===== config.mk =====
export PLATFORM = sky130hd
export DESIGN_NAME = dma_ctrl_reg_file
export DESIGN_NICKNAME = d
export VERILOG_FILES = /design/src/rtl/dma_ctrl_reg_file.sv
export SDC_FILE = /design/constraint.sdc
export NUM_CORES = 1
export LEC_CHECK = 0
export CORE_ASPECT_RATIO = 0.9
export CORE_MARGIN = 2
export CORE_UTILIZATION = 31
export CTS_CLUSTER_SIZE = 14
export DETAILED_ROUTE_END_ITERATION = 10
export PLACE_DENSITY = 0.81
export SYNTH_ARGS = -nofsm -noshare
export SYNTH_HDL_FRONTEND = slang
export SYNTH_SLANG_ARGS = --single-unit

===== constraint.sdc =====
create_clock -name clock -period 1.21 [get_ports clock]
set_clock_uncertainty 0.2 [all_clocks]
set_input_delay 0.242 -clock clock [delete_from_list [all_inputs] [get_ports clock]]
set_output_delay 0.242 -clock clock [all_outputs]
set_load 0.05 [all_outputs]

===== src/rtl/dma_ctrl_reg_file.sv =====
// Control/status register file for the DMA controller: per-BD pending starts, sticky done/err (W1C), IRQ mask.
// Optional ERR register and error interrupt source enabled by defining DMA_CTRL_ERR_STATUS_EN.
module dma_ctrl_reg_file #(
    parameter logic [7:0] MAJOR_VER_NUM = 8'd0,
    parameter logic [7:0] MINOR_VER_NUM = 8'd0,
    parameter logic [7:0] BUILD_NUM     = 8'd0,
    parameter int         NUM_INT_BDS   = 4
) (
    input  logic                   clock,
    input  logic                   reset,
    input  logic                   ctrlSel,
    input  logic                   ctrlWr,
    input  logic [10:0]            ctrlAddr,
    input  logic [31:0]            ctrlWrData,
    input  logic [3:0]             ctrlWrStrbs,
    output logic [31:0]            ctrlRdData,
    output logic                   ctrlRdValid,
    output logic [NUM_INT_BDS-1:0] startDMAOp,
    input  logic [NUM_INT_BDS-1:0] startAck,
    input  logic [NUM_INT_BDS-1:0] opDone,
    input  logic [NUM_INT_BDS-1:0] opErr,
    output logic                   irq
);
    localparam int         N      = NUM_INT_BDS;
    localparam logic [7:0] NBDS_8 = 8'(NUM_INT_BDS);

    localparam logic [10:0] A_VER     = 11'h000;
    localparam logic [10:0] A_START   = 11'h004;
    localparam logic [10:0] A_PENDING = 11'h008;
    localparam logic [10:0] A_DONE    = 11'h00C;
    localparam logic [10:0] A_IRQ_EN  = 11'h010;
    localparam logic [10:0] A_ERR     = 11'h014;
    localparam logic [10:0] A_CFG     = 11'h018;

    logic         wr, rd;
    logic [N-1:0] wbits, wmask;
    logic [N-1:0] pending, done, ien, err;
    logic [31:0]  rd_word;
    logic         unused_in;

    assign wr        = ctrlSel & ctrlWr;
    assign rd        = ctrlSel & ~ctrlWr;
    assign unused_in = ^{ctrlWrData, ctrlWrStrbs};
    assign startDMAOp = pending;

    // Unstrobed lanes contribute zeros, so they neither set nor clear anything.
    always_comb begin
        wbits = '0;
        wmask = '0;
        for (int i = 0; i < N; i++) begin
            wmask[i] = ctrlWrStrbs[i/8];
            wbits[i] = ctrlWrData[i] & ctrlWrStrbs[i/8];
        end
    end

    // Set terms are OR'd in last so a new request / hardware event beats a same-cycle clear.
    always_ff @(posedge clock or posedge reset) begin
        if (reset) begin
            pending <= '0;
            done    <= '0;
            ien     <= '0;
        end else begin
            pending <= (pending & ~startAck) | ((wr && ctrlAddr == A_START) ? wbits : '0);
            done    <= (done & ~((wr && ctrlAddr == A_DONE) ? wbits : '0)) | opDone;
            if (wr && ctrlAddr == A_IRQ_EN)
                ien <= (ien & ~wmask) | wbits;
        end
    end

`ifdef DMA_CTRL_ERR_STATUS_EN
    always_ff @(posedge clock or posedge reset) begin
        if (reset)
            err <= '0;
        else
            err <= (err & ~((wr && ctrlAddr == A_ERR) ? wbits : '0)) | opErr;
    end
`else
    logic unused_err;
    assign unused_err = ^opErr;
    assign err        = '0;
`endif

    always_comb begin
        rd_word = '0;
        case (ctrlAddr)
            A_VER:     rd_word = {8'h0, MAJOR_VER_NUM, MINOR_VER_NUM, BUILD_NUM};
            A_PENDING: rd_word[N-1:0] = pending;
            A_DONE:    rd_word[N-1:0] = done;
            A_IRQ_EN:  rd_word[N-1:0] = ien;
`ifdef DMA_CTRL_ERR_STATUS_EN
            A_ERR:     rd_word[N-1:0] = err;
`endif
            A_CFG:     rd_word = {24'h0, NBDS_8};
            default:   rd_word = '0;
        endcase
    end

    // Read data captures pre-update state; it holds between reads.
    always_ff @(posedge clock or posedge reset) begin
        if (reset) begin
            ctrlRdData  <= '0;
            ctrlRdValid <= 1'b0;
            irq         <= 1'b0;
        end else begin
            ctrlRdValid <= rd;
            if (rd)
                ctrlRdData <= rd_word;
            irq <= (|(done & ien)) | (|(err & ien));
        end
    end
endmodule


==> results.cfg <==
[clocking]
clkLatencyLatePin_ns = 0.25
htree_levels = 1
clk_pin_slew_ns = 0.06
cts-root-buf = clkbuf_8
clockBufferDepth = 2
numCtsBuffers = 3
cts_tree = yes
cts.sinks = 18

[synth]
synthArstFlopShare = 1.00
yosysTopAreaCellShare = 0.408
synth_area_leaders = dfrtp_1 41%, buf_4 19%, mux2_2 4.1%
synth-seq-cells = 18
ys.flop_type = dfrtp_1
yosysTopAreaCell = dfrtp_1
synth-edff-count = 0
ys_seq_area_frac = 0.408
ys_types = 25
netlist_area_mm2 = 0.00110
yosysMostFrequentCell = buf_4
avgSynthCellArea_um2 = 9.44
synth_warnings = 0
synth_cells = 117
synth.top_cells.by_count = 28 x buf_4, 18 x dfrtp_1, 11 x inv_1, 7 x a31oi_1, 7 x nand2_1

[final_layout]
nets = 241
area_growth_syn_to_layout_pct = 64.2
seqCellArea_um2 = 450
drive_gt1_frac = 0.307
fill_cells = 314
antennaDiodeCount = 0
multiInputGateArea_um2 = 569

[floorplan]
die_area_mm2 = 0.00406
num_io_pins = 101
die_x_um = 66.9
die_y_um = 60.6
initial_core_util = 0.325
num_rows = 20
core-area_mm2 = 0.00340

[sta]
setup_slack_ns = -0.789
max_freq_ghz = 0.500
min_period_over_period = 1.65
slew_violations = 0
setup_violations = 26
rsz0062_at_grt = true
min_period_ns = 2.00
final_hold_viol_count = 0

[drt]
drc = 0
wirelength_mm = 2.63
vias_per_cell = 4.35
antenna_left = 0
vias = 957
dr.pass1.iters = 4
drt_iter0_markers = 55
wire_per_inst_um = 11.9

[global_route]
antenna_found_initial = 0
grt_use_total = 0.132
overflow = 0
grt_pass1_wl_mm = 3.96
grt_max_degree = 19
grt_pass1_vias = 871

[worst_setup_path]
crit_buf_inv = 2
r2r_slack_ns = -0.12
cp_common_cell = or4_4
cpLargestDelayFamily = simple AND/OR/NAND/NOR gates
slowest_delay_ns = 0.52
critPathLaunchType = input port
path_cells = buf_6 -> or4_4 -> or4_4 -> nor4_4 -> buf_4 -> mux2_4
cp.required_ns = 1.15
cpMaxStageDelayCell = or4_4
crit_fanout = 4
crit_path_end_kind = flop
cp.arrival_ns = 1.94
critPathKind = input port to flop

[place]
gp_congestion = 0.825
place_ws_ns = -1.55
dp_hpwl_mm = 1.99
io_buffers = 37

[run]
max-cap-violations = 0

[power]
power_leakage_nw = 0.867
p_total_w = 0.00140
ir_drop_v = 0.000563
power.density_mw_per_mm2 = 772

[status]
failed_checks = negative setup slack
status = finished with violations

[worst_hold_path]
worst_hold_path_type = input port to asynchronous set/reset pin
[per-layer routing]
| layer | up-vias | GRT usage | part of all wire | wire, um |
|---|---|---|---|---|
| li1 | 469 | - | - | - |
| met1 | 455 | 0.153 | 0.40 | 1060 |
| met2 | 31 | 0.244 | 0.54 | 1410 |
| met3 | 2 | 0.0464 | 0.059 | 156 |
| met4 | 0 | 0.0175 | 0.0027 | 7 |
| met5 | - | 0 | 0 | 0 |
[worst register-to-register path, cell delays in order, from the launching register on]
cell and delay [ns]:
dfrtp_1 0.38, buf_4 0.13, o21ai_0 0.13, a21oi_1 0.08
a41oi_1 0.19, o21ai_1 0.10
[final cells by class]
type,count,share of cell area
timing repair buffer,59,0.362
multi-input combinational,85,0.314
sequential,18,0.248
tap,44,0.0303
clock buffer,3,0.0228
inverter,11,0.0228
[stage by stage]
step	hold WS [ns]	setup TNS, ns	instance area, um2	std cells	utilization
final	0.111	-10.16	1810	220	0.533
after floorplan	-0.0194	-12.00	1210	144	-
after CTS	0.118	-9.83	1730	216	0.508
after detailed placement	0.328	-19.97	1610	206	0.473
after global routing	0.144	-10.80	1810	220	0.533
after global placement	0.320	-19.60	1610	206	0.473
[final timing paths]
| path | start | end | depth (start not counted) |
|---|---|---|---|
| worst max-delay path | ctrlAddr[10] | flop | 6 |
| worst min-delay path | reset | irq | 3 |
| worst max register to register | startDMAOp[2] | ctrlRdData[2] | 5 |
| worst min register to register | flop | flop | 1 |
| max in group asynchronous | reset | asynchronous set/reset pin | 3 |
| min in group clock | ctrlAddr[10] | ctrlRdData[3] | 6 |
[layout by cell type, fill, tap and decap left out]
cell and instances:
o21ai_1 4, buf_6 4, clkbuf_8 3, dlygate4sd2_1 3, dlymetal6s2s_1 4, nor2_1 4, a31oi_1 7, and3_4 1
or3_4 1, nand2b_1 1, nor4_4 1, and4bb_2 1, conb_1 28, mux2_4 4, inv_1 11, a22oi_1 2
nand3_1 1, nand2_1 7, o21ai_0 1, a21oi_1 2, buf_4 18, dfrtp_1 18, buf_12 11, buf_2 2
a41oi_1 1, a22o_1 4, o2111ai_4 1, and2b_2 1, nor3_1 1, or4_4 2, nor3_4 2, a21oi_2 2
nand3b_1 6, clkdlybuf4s50_1 16, clkdlybuf4s15_1 1
[logic make-up after synthesis]
logic type | Yosys count | share of synthesized area
AOI/OAI and AO/OA | 24 | 0.142
buffers and inverters | 41 | 0.234
DFF | 18 | 0.408
muxes | 4 | 0.0408
other | 1 | 0.00339
and+or+nand+nor | 29 | 0.172
[report_power, final]
group          switching [W]  internal (W)
Combinational       0.000272      0.000115
Sequential        0.00000196      0.000604
Clock               0.000186      0.000221
Total               0.000460      0.000941
[timing repair]
item	CTS	global route
resized for setup	25	15
setup endpoints to repair	26	26
endpoints found under the hold margin	0	0
setup buffers	7	4
hold buffers	0	0
pin swaps	6	7
Power figures use the tool's default switching activity.
